$ cat config.mk
export PLATFORM = sky130hd
export DESIGN_NAME = bcd_counter_nd
export DESIGN_NICKNAME = d
export VERILOG_FILES = /design/src/rtl/bcd_counter_nd_pkg.sv /design/src/rtl/bcd_counter_nd_digit.sv /design/src/rtl/bcd_counter_nd.sv
export SDC_FILE = /design/constraint.sdc
export NUM_CORES = 1
export LEC_CHECK = 0
export ABC_AREA = 1
export ABC_CLOCK_PERIOD_IN_PS = 3100
export BUFFER_PORTS_ARGS = -buffer_cell sky130_fd_sc_hd__buf_2
export CORE_ASPECT_RATIO = 1.25
export CORE_MARGIN = 4
export CORE_UTILIZATION = 45
export DETAILED_ROUTE_END_ITERATION = 8
export HOLD_SLACK_MARGIN = 0.1
export PLACE_DENSITY = 0.68
export SLEW_MARGIN = 40
export SYNTH_ARGS = -nofsm -noshare
export SYNTH_HDL_FRONTEND = slang
export SYNTH_SLANG_ARGS = --single-unit
$ cat constraint.sdc
create_clock -name i_clk -period 3.1 [get_ports i_clk]
set_input_delay 0.155 -clock i_clk [delete_from_list [all_inputs] [get_ports i_clk]]
set_output_delay 0.155 -clock i_clk [all_outputs]
set_load 0.05 [all_outputs]
$ cat src/rtl/bcd_counter_nd_pkg.sv
// Shared BCD constants and the per-digit clamp helper for the N-digit counter.
package bcd_counter_nd_pkg;

  localparam int BCD_W = 4;
  localparam logic [BCD_W-1:0] BCD_DIGIT_MAX = 4'd9;

  // min(nibble, min(max, 9)): clamps a digit to its effective rollover maximum
  function automatic logic [BCD_W-1:0] bcd_clamp(input logic [BCD_W-1:0] nibble,
                                                 input logic [BCD_W-1:0] max);
    logic [BCD_W-1:0] lim_s;
    lim_s = (max > BCD_DIGIT_MAX) ? BCD_DIGIT_MAX : max;
    return (nibble > lim_s) ? lim_s : nibble;
  endfunction

endpackage

$ cat src/rtl/bcd_counter_nd_digit.sv
// One BCD digit register: set has priority over increment, increment over decrement.
module bcd_digit
  import bcd_counter_nd_pkg::*;
(
  input  logic             i_clk,
  input  logic             i_rst,
  input  logic             i_inc,
  input  logic             i_dec,
  input  logic             i_set,
  input  logic [BCD_W-1:0] i_set_val,
  input  logic [BCD_W-1:0] i_max,
  output logic [BCD_W-1:0] o_val,
  output logic             o_at_max,
  output logic             o_at_zero
);

  logic [BCD_W-1:0] max_eff_s;
  logic [BCD_W-1:0] val_nxt_s;
  logic [BCD_W-1:0] val_r;

  assign max_eff_s = bcd_clamp(i_max, BCD_DIGIT_MAX);
  // A value above the effective max (max lowered at runtime) counts as at max
  assign o_at_max  = (val_r >= max_eff_s);
  assign o_at_zero = (val_r == 4'd0);
  assign o_val     = val_r;

  // Next-value selection for this digit
  always_comb begin
    val_nxt_s = val_r;
    if (i_set) begin
      val_nxt_s = i_set_val;
    end else if (i_inc) begin
      val_nxt_s = o_at_max ? 4'd0 : (val_r + 4'd1);
    end else if (i_dec) begin
      val_nxt_s = o_at_zero ? max_eff_s : (val_r - 4'd1);
    end else begin
      val_nxt_s = val_r;
    end
  end

  // Digit state register
  always_ff @(posedge i_clk or posedge i_rst) begin
    if (i_rst) begin
      val_r <= 4'd0;
    end else begin
      val_r <= val_nxt_s;
    end
  end

endmodule

$ cat src/rtl/bcd_counter_nd.sv
// N-digit packed-BCD up/down counter with per-digit maxima and a whole-value wrap limit.
module bcd_counter_nd
  import bcd_counter_nd_pkg::*;
#(
  parameter int DIGITS = 6
) (
  input  logic                    i_clk,
  input  logic                    i_rst,
  input  logic                    i_clr,
  input  logic                    i_load,
  input  logic [BCD_W*DIGITS-1:0] i_load_val,
  input  logic                    i_en,
  input  logic                    i_dir,
  input  logic [BCD_W*DIGITS-1:0] i_max,
  input  logic [BCD_W*DIGITS-1:0] i_limit,
  output logic [BCD_W*DIGITS-1:0] o_bcd,
  output logic                    o_carry,
  output logic                    o_borrow
);

  localparam int W = BCD_W * DIGITS;

  logic [DIGITS-1:0] at_max_s;
  logic [DIGITS-1:0] at_zero_s;
  logic [DIGITS-1:0] inc_s;
  logic [DIGITS-1:0] dec_s;
  logic [W-1:0]      load_clamp_s;
  logic [W-1:0]      load_val_s;
  logic [W-1:0]      set_val_s;
  logic              set_s;
  logic              up_wrap_s;
  logic              down_wrap_s;
  logic              step_up_s;
  logic              step_dn_s;

  // Terminal-count detection; packed compares are valid while digits stay <= 9
  always_comb begin
    up_wrap_s   = i_en & ~i_dir & (o_bcd >= i_limit);
    down_wrap_s = i_en & i_dir & (o_bcd == {W{1'b0}});
  end

  assign o_carry  = up_wrap_s & ~i_rst;
  assign o_borrow = down_wrap_s & ~i_rst;

  // Load value: clamp each digit to its max, then clamp the whole value to the limit
  always_comb begin
    load_clamp_s = {W{1'b0}};
    for (int d = 0; d < DIGITS; d++) begin
      load_clamp_s[d*BCD_W +: BCD_W] = bcd_clamp(i_load_val[d*BCD_W +: BCD_W],
                                                 i_max[d*BCD_W +: BCD_W]);
    end
    load_val_s = (load_clamp_s > i_limit) ? i_limit : load_clamp_s;
  end

  // Whole-value set source: clear > load > up wrap > down wrap
  always_comb begin
    set_s     = 1'b0;
    set_val_s = {W{1'b0}};
    if (i_clr) begin
      set_s     = 1'b1;
      set_val_s = {W{1'b0}};
    end else if (i_load) begin
      set_s     = 1'b1;
      set_val_s = load_val_s;
    end else if (up_wrap_s) begin
      set_s     = 1'b1;
      set_val_s = {W{1'b0}};
    end else if (down_wrap_s) begin
      set_s     = 1'b1;
      set_val_s = i_limit;
    end else begin
      set_s     = 1'b0;
      set_val_s = {W{1'b0}};
    end
  end

  assign step_up_s = i_en & ~i_dir & ~set_s;
  assign step_dn_s = i_en & i_dir & ~set_s;

  // Ripple-enable chain: a digit steps when every lower digit is at max (up) or zero (down)
  always_comb begin
    logic up_run_s;
    logic dn_run_s;
    up_run_s = step_up_s;
    dn_run_s = step_dn_s;
    inc_s    = {DIGITS{1'b0}};
    dec_s    = {DIGITS{1'b0}};
    for (int d = 0; d < DIGITS; d++) begin
      inc_s[d] = up_run_s;
      dec_s[d] = dn_run_s;
      up_run_s = up_run_s & at_max_s[d];
      dn_run_s = dn_run_s & at_zero_s[d];
    end
  end

  for (genvar g = 0; g < DIGITS; g++) begin : g_digit
    bcd_digit u_digit (
      .i_clk     (i_clk),
      .i_rst     (i_rst),
      .i_inc     (inc_s[g]),
      .i_dec     (dec_s[g]),
      .i_set     (set_s),
      .i_set_val (set_val_s[g*BCD_W +: BCD_W]),
      .i_max     (i_max[g*BCD_W +: BCD_W]),
      .o_val     (o_bcd[g*BCD_W +: BCD_W]),
      .o_at_max  (at_max_s[g]),
      .o_at_zero (at_zero_s[g])
    );
  end

endmodule
## Word-level counts from Yosys, hierarchy flattened

Cells that the tools add are included.

- Bits in registers: 24
- Output and inout port bits: 26
- Word-level logic and storage cells: 123

- $add $sub $neg: 12
- $lt $le $gt $ge: 20
- Multiplexer cells: 51
- Bitwise logic cells: 21
- Reductions and logical operators: 13

Operator list:

| kind | number |
|---|---|
| $mux W4 | 42 |
| $mux W24 | 5 |
| $add A4 B1 Y4 const B | 6 |
| $ge A24 B24 Y1 | 1 |
| $ge A4 B4 Y1 | 6 |
| $gt A24 B24 Y1 | 1 |
| $gt A4 B4 Y1 | 6 |
| $gt A4 B4 Y1 const B | 6 |
| $logic_not A24 Y1 | 1 |
| $logic_not A4 Y1 | 6 |
| $sub A4 B1 Y4 const B | 6 |
| $and A1 B1 Y1 | 18 |
| $reduce_bool A3 Y1 | 6 |
| $mux W1 | 4 |
| $not A1 Y1 | 3 |

## Logic depth before layout (Yosys ltp)

Gate-level depths: netlist (run 1).

- Depth after elaboration: 16
- Depth in mapped cells: 28
- Depth with buffers taken out: 28

## Cells and area by module

Synthesis (run 1) repeated with hierarchy kept, for this count alone.

- Cell total of the unflattened synthesis: 1,260
- Area, all modules: 7,175.6 um2

By module, submodules not included:

| module | times used | cells an instance | area an instance (um2) | seq. area each (um2) |
|---|---|---|---|---|
| bcd_digit | 6 | 102 | 614.3 | 100.1 |
| bcd_counter_nd | 1 | 648 | 3,489.6 | 0.0 |

## Worst setup path after synthesis (run 1)

Ideal clock, no wire load.

- Kind: input to register
- From: in i_max[23]
- To: reg g_digit[4].u_digit.val_r[2]
- Arrival time: 3,142 ps
- Path slack: -167 ps
- Cell stages on the path: 25
- Cells stage by stage: inv_1 -> a21oi_1 -> nor2_1 -> inv_1 -> ha_1 -> a21oi_1 -> o21ai_0 -> nand2_1 -> inv_1 -> or2_2 -> o21ai_0 -> inv_1 -> ha_1 -> nand2_1 -> nor2_1 -> nand2_1 -> nor3_1 -> nand2_1 -> nand3_1 -> nand2_1 -> clkbuf_1 -> o21ai_0 -> a21oi_2 -> nor2_1 -> a21oi_1

- Longest elaborated chain between the ends: 9

RTL lines:

| element | RTL line | text |
|---|---|---|
| start: declaration | bcd_counter_nd.sv:14 | `input logic [BCD_W*DIGITS-1:0] i_max,` |
| $gt A4 B4 Y1 | bcd_counter_nd_pkg.sv:11 | `lim_s = (max > BCD_DIGIT_MAX) ? BCD_DIGIT_MAX : max;` |
| $mux W4 * | bcd_counter_nd_pkg.sv:11 |  |
| $gt A4 B4 Y1 | bcd_counter_nd_pkg.sv:12 | `return (nibble > lim_s) ? lim_s : nibble;` |
| $mux W4 * | bcd_counter_nd_pkg.sv:12 |  |
| $gt A24 B24 Y1 * | bcd_counter_nd.sv:52 | `load_val_s = (load_clamp_s > i_limit) ? i_limit : load_clamp_s;` |
| $mux W24 * | bcd_counter_nd.sv:52 |  |
| $mux W24 * | bcd_counter_nd.sv:62 | `end else if (i_load) begin` |
| $mux W24 * | bcd_counter_nd.sv:59 | `if (i_clr) begin` |
| $mux W4 * | bcd_counter_nd_digit.sv:30 | `if (i_set) begin` |
| end signal: assignment | bcd_counter_nd_digit.sv:46 | `val_r <= val_nxt_s;` |
| end: declaration | bcd_counter_nd_digit.sv:19 | `logic [BCD_W-1:0] val_r;` |

Mark *: on every way between the ends. The rest lies on a longest branch, timed or not.
A chain may end at the register's enable or synchronous reset.

## Final worst setup path (run 1)

- From: in i_max[7]
- To: reg g_digit[3].u_digit.val_r[0]

- Longest elaborated chain between the ends: 9
- Elaborated cells between the ends (all ways): 14

RTL lines:

| element | RTL line |
|---|---|
| $gt A4 B4 Y1 | bcd_counter_nd_pkg.sv:11, bcd_counter_nd_pkg.sv:12 |
| $mux W4 * | bcd_counter_nd_pkg.sv:11, bcd_counter_nd_pkg.sv:12 |
| $gt A4 B4 Y1 | bcd_counter_nd_pkg.sv:12 |
| $mux W4 | bcd_counter_nd_pkg.sv:12 |
| $gt A24 B24 Y1 | bcd_counter_nd.sv:52 |
| $mux W24 | bcd_counter_nd.sv:52 |
| $mux W24 | bcd_counter_nd.sv:62 |
| $mux W24 | bcd_counter_nd.sv:59 |
| $mux W4 | bcd_counter_nd_digit.sv:30 |
| end signal: assignment | bcd_counter_nd_digit.sv:46 |
| end: declaration | bcd_counter_nd_digit.sv:19 |

Marked as above.

==> results.ini, run 1 <==
[worst_setup_path]
start_kind = input port
critPathLaunch = i_max[7]
r2r_setup_slack_ps = 210
end_kind = flop
critPathSlowestCell = ha_1
path_delay_family = simple AND/OR/NAND/NOR gates
cp_data_required_time_ps = 3280
r2r-start = g_digit[3].u_digit.o_val[3]
path_class = in2reg
cp_num_cells = 26
path_max_fanout = 8
endpoint = g_digit[3].u_digit.o_val[0]
r2r-end = g_digit[4].u_digit.o_val[1]
cp_num_buf_inv = 6
path_common_cell = nand2_1
rr_worst_depth = 13
slowest_delay_ps = 300
crit_arrival_ps = 3220

[power_and_ir_drop]
p_int_uw = 1530
switching_power_uw = 1730
leakagePower_uw = 0.00431
p_sw_frac = 0.532
total_power_uw = 3260
ir_worst_vdd_mv = 0.250
p_per_area_mw_per_mm2 = 398
seqPwrFrac = 0.139
combPwrFrac = 0.769
clkPwrFrac = 0.091

[placed_design]
dpl.hpwl_um = 14900
gp_congestion = 0.886
port_buffers = 103
postPlaceCellArea_sq_mm = 0.00723
dp.cells = 1301

[clocking]
cts_made_buffers = 3
clk_pin_slew_worst_paths_ps = 70
h-tree-depth = 1
clockRootBuffer = clkbuf_16
clock-sinks = 24
clk_path_buf_depth = 2
insertion_delay_ps = 260
cts_tree = yes

[layout]
layout_common_cells = nand2_1 (162), inv_1 (122), buf_4 (110)
stdcell_count = 1324
largest_reg_flops = 24
mostFrequentLayoutCell = nand2_1
fin_area_sq_mm = 0.00819
utilization = 0.647
syn2layout_area_growth_pct = 41.8
diodes = 0
fillerInstances = 1183
drive_above_1_share = 0.335
fin_nets = 1344

[sta]
layout_min_cycle_time_ps = 3030
rsz0062_at_grt = yes
finClkSkew_ps = 3.32
hold_violations = 0
max_slew_margin = 0.530
setup_viol = 0
fmax_mhz = 330
worst_pin_slew_ps = 705
period_share = 0.979
slew_violations = 0
holdWs_ps = 306

[routing]
first_pass_iters = 5
ant_nets = 0
via_count = 7091
drc = 0
vias_per_cell = 5.36
drt_iter0_markers = 426
wl_per_cell_um = 14.6
wirelength_um = 19400

[synth]
synth-seq-cells = 24
synth_edf_count = 0
avgSynthCellArea_sq_um = 6.10
synth_cell_types = 46
synth_flop_cell = dfrtp_1
ys_seq_area_frac = 0.104
synthArstFlopShare = 1.00
syn_inst = 947
syn_area_sq_mm = 0.00578
ys.warnings.count = 0
syn-num-nets = 1133

[run_status]
outcome = finished, final reports clean

[worst_hold_path]
hp-class = in2reg
whs_path_depth = 4

[global_route]
antenna_found_initial = 0
grt_pass1_wl_um = 29400
grt_pass1_vias = 6569
track_usage = 0.242
grt_max_degree = 27
grt_overflow = 0

[die]
die_w_um = 109
ios = 104
die_height_um = 135
row_count = 46
die-area_sq_mm = 0.0147
core_sq_mm = 0.0127
initial_utilization = 0.456

[job]
maxCapViolations = 0

## metal layers
layer	up-vias	global-route usage	routed length, um
li1	3606	-	-
met1	3211	0.292	7790
met2	227	0.456	10200
met3	47	0.0163	922
met4	0	0.0644	515
met5	-	0	0
## repair_timing
item | in CTS | in global routing
pin swaps | 5 | 78
gates cloned | 0 | 0
setup buffers | 2 | 17
hold endpoints to repair | 24 | 0
resized for setup | 10 | 182
setup endpoints to repair | 24 | 24
hold buffers | 1 | 0
## cell families (layout without fill, tap and decap cells)
kind of cell | count (synthesis) | after routing | share of synthesized area
fa+ha+maj | 108 | 108 | 0.234
xor+xnor | 8 | 8 | 0.0121
simple gates | 411 | 411 | 0.321
flops | 24 | 24 | 0.104
buf+inv | 171 | 380 | 0.115
compound gates | 225 | 225 | 0.214
## worst min path at each step
stage          slack, ps                     endpoint   from
5_1_grt              330  g_digit[0].u_digit.o_val[2]   i_en
3_3_place_gp         490  g_digit[0].u_digit.o_val[2]  i_rst
6_report             310  g_digit[0].u_digit.o_val[2]   i_en
2_1_floorplan        170  g_digit[0].u_digit.o_val[0]  i_rst
4_1_cts              290  g_digit[0].u_digit.o_val[2]   i_en
3_5_place_dp         290  g_digit[0].u_digit.o_val[0]  i_rst
## cells in the mapped netlist, types with 2 or more instances
cell	instances	area (sq um)
nand2_1	196	736
o21ai_1	5	25.0
a21oi_2	2	17.5
nor2_2	4	25.0
buf_2	3	15.0
o22ai_1	3	18.8
a31oi_1	3	18.8
a21o_1	2	15.0
nand3_1	55	275
nor2_8	2	40.0
nand2_4	2	22.5
a22oi_1	3	22.5
nor3_4	3	48.8
o31ai_1	4	30.0
o21a_1	8	60.1
nor3_1	13	65.1
nand4_1	17	106
nor2_1	101	379
dfrtp_1	24	601
a21oi_1	86	430
inv_1	146	548
o21ai_0	89	445
nor4_1	2	12.5
inv_2	7	26.3
clkbuf_1	10	37.5
xor2_1	6	52.6
o211ai_1	16	120
buf_4	2	15.0
ha_1	108	1350
xnor2_1	2	17.5
nor2_4	2	22.5
nand2_2	5	31.3
or2_2	3	18.8
## power by group through the flow
stage / logic, uW / clock network [uW] / registers, uW
5_1_grt: 2790 / 308 / 462
3_5_place_dp: 2170 / 0 / 458
2_1_floorplan: 1220 / 0 / 695
4_1_cts: 2200 / 298 / 453
3_3_place_gp: 2130 / 0 / 457
6_report: 2510 / 297 / 454
## through the flow
step | setup TNS, ps | setup WS (ps)
2_1_floorplan | 0 | 8.99
6_report | 0 | 65.8
5_1_grt | -1960 | -141
4_1_cts | -16.0 | -13.2
3_3_place_gp | -6620 | -324
3_5_place_dp | -8600 | -399
## tightest hold or removal path: cells and delay by family
kind	cells	cell delay, ps
AOI/OAI and AO/OA	2	180
buffers and inverters	1	120
and+or+nand+nor	1	80
## area by class of cell
| cell class | count | area (sq um) | share of cell area |
|---|---|---|---|
| clock buffer | 3 | 75.1 | 0.00916 |
| sequential | 24 | 601 | 0.0733 |
| timing repair buffer | 223 | 1540 | 0.188 |
| multi-input combinational | 752 | 5180 | 0.632 |
| tap | 168 | 210 | 0.0257 |
| inverter | 154 | 588 | 0.0718 |
No activity file was read; power rests on OpenSTA's default activity.
==> run 2: changes to the inputs <==
CTS_BUF_LIST = sky130_fd_sc_hd__clkbuf_4 sky130_fd_sc_hd__clkbuf_8   (was not set)
==> results.ini, run 2 (synthesis gave the netlist of run 1 again) <==
[sta]
holdWs_ps = 308  ; +1.52 ps
rsz0062_at_grt = yes
setup_viol = 0  ; unchanged
setup_tns_ps = 0  ; unchanged
slew_violations = 0  ; unchanged
layout_min_cycle_time_ps = 2980  ; -50.2 ps
finClkSkew_ps = 4.75  ; +1.43 ps
setup_ws_ps = 116  ; +50.2 ps
max_slew_margin = 0.525  ; -0.00483
period_share = 0.963  ; -0.0162
hold_violations = 0  ; unchanged
worst_pin_slew_ps = 712  ; +7.24 ps
fmax_mhz = 335  ; +1.7%

[routing]
via_count = 7014  ; -1.1%
vias_per_cell = 5.32  ; -0.71%
drt_iter0_markers = 442  ; +3.8%
wirelength_um = 19200  ; -0.77%
ant_nets = 0  ; unchanged
first_pass_iters = 5  ; unchanged
wl_per_cell_um = 14.6  ; -0.39%
drc = 0  ; unchanged

[placed_design]
gp_congestion = 0.886  ; unchanged
dpl.hpwl_um = 14900  ; unchanged
pre_cts_slack_ps = -399  ; unchanged
port_buffers = 103  ; unchanged

[worst_setup_path]
critPathLaunch = i_max[5]
critPathSlowestCell = ha_4
path_delay_family = simple AND/OR/NAND/NOR gates
path_max_fanout = 12  ; +4
start_kind = input port
slowest_delay_ps = 280  ; -20 ps
path_class = in2reg
crit_arrival_ps = 3210  ; about the same
end_kind = flop
cp_data_required_time_ps = 3320  ; +40 ps
path_common_cell = nand2_1
cp_num_buf_inv = 6  ; unchanged
r2r-start = g_digit[3].u_digit.o_val[3]

[layout]
utilization = 0.640  ; -0.00662
fillerInstances = 1206  ; +1.9%
mostFrequentLayoutCell = nand2_1
layout_common_cells = nand2_1 (168), inv_1 (122), buf_4 (104)
fin_nets = 1339  ; -0.37%
syn2layout_area_growth_pct = 40.4
largest_reg_flops = 24  ; unchanged
drive_above_1_share = 0.327  ; -0.00810
diodes = 0  ; unchanged

[clocking]
clk_pin_slew_worst_paths_ps = 100  ; +30 ps
clockRootBuffer = clkbuf_8
cts_made_buffers = 3  ; unchanged
cts_tree = yes
insertion_delay_ps = 280  ; +20 ps
h-tree-depth = 1  ; unchanged
clk_path_buf_depth = 2  ; unchanged
clock-sinks = 24  ; unchanged

[die]
die_height_um = 135  ; unchanged
die-area_sq_mm = 0.0147  ; unchanged
row_count = 46  ; unchanged
initial_utilization = 0.456  ; unchanged
ios = 104  ; unchanged
die_w_um = 109  ; unchanged
core_sq_mm = 0.0127  ; unchanged

[job]
maxCapViolations = 0  ; unchanged

[worst_hold_path]
hold_start = i_en
hp-class = in2reg

[global_route]
grt_overflow = 0  ; unchanged
grt_pass1_vias = 6561  ; -0.12%
grt_pass1_wl_um = 29300  ; -0.35%
track_usage = 0.242  ; -0.000863
antenna_found_initial = 0  ; unchanged
grt_max_degree = 27  ; unchanged

[power_and_ir_drop]
ir_worst_vdd_mv = 0.251  ; +0.28%
p_per_area_mw_per_mm2 = 386  ; -2.9%
total_power_uw = 3130  ; -3.9%
leakagePower_uw = 0.00426  ; -1.2%

[run_status]
outcome = finished, final reports clean

-- run 2: cell types whose count changed in the layout (fill, tap and decap cells not counted), sizes merged --
cell	change
buf	-5
-- run 2: tightest hold or removal path, delay by kind of cell --
family                 cells  cell delay [ps]
buffers and inverters      1              120
AOI/OAI and AO/OA          2              190
and+or+nand+nor            1              100
-- run 2: through the flow --
step,area [sq um],instances
2_1_floorplan,5830,947
3_3_place_gp,7230,1301
3_5_place_dp,7230,1301
4_1_cts,7300,1305
5_1_grt,8110,1319
6_report,8110,1319
-- run 2: worst paths after layout --
| path | slack [ps] | cells past startpoint | endpoint |
|---|---|---|---|
| setup / recovery | 120 | 29 | g_digit[3].u_digit.o_val[2] |
| hold / removal | 310 | 4 | g_digit[0].u_digit.o_val[0] |
| setup reg to reg | 250 | 13 | g_digit[4].u_digit.o_val[1] |
| hold reg to reg | 670 | 2 | g_digit[5].u_digit.o_val[0] |
| max in group asynchronous | 2190 | 3 | g_digit[3].u_digit.o_val[2] |
| min in group asynchronous | 520 | 3 | g_digit[0].u_digit.o_val[2] |
-- run 2: final cells by class --
type | count | area (sq um) | area share
multi-input cells | 752 | 5160 | 0.637
repair buffers | 218 | 1510 | 0.186
flip-flops and latches | 24 | 601 | 0.0741
inverters | 154 | 588 | 0.0725
well taps | 168 | 210 | 0.0259
clock buffers | 3 | 41.3 | 0.00509
-- run 2: timing repair --
| action | CTS | global route |
|---|---|---|
| endpoints found under the setup margin | 23 | 24 |
| hold buffers | 1 | 0 |
| buffers inserted | 0 | 14 |
| pin swaps | 1 | 83 |
| resized for setup | 7 | 176 |
| endpoints found under the hold margin | 24 | 0 |
| cloned | 0 | 0 |
-- run 2: report_power, final --
group          internal [uW]  switching, uW  total [uW]  leakage, uW
logic                    965           1510        2470      0.00394
registers                372           82.6         454     0.000300
clock network           87.7            120         208    0.0000216
-- run 2: metal layers --
layer / GRT usage / share of wire / up-vias
met3: 0.0153 / 0.039 / 30
met1: 0.291 / 0.41 / 3226
li1: - / - / 3589
met4: 0.0617 / 0.022 / 0
met5: 0 / 0 / -
met2: 0.456 / 0.53 / 169
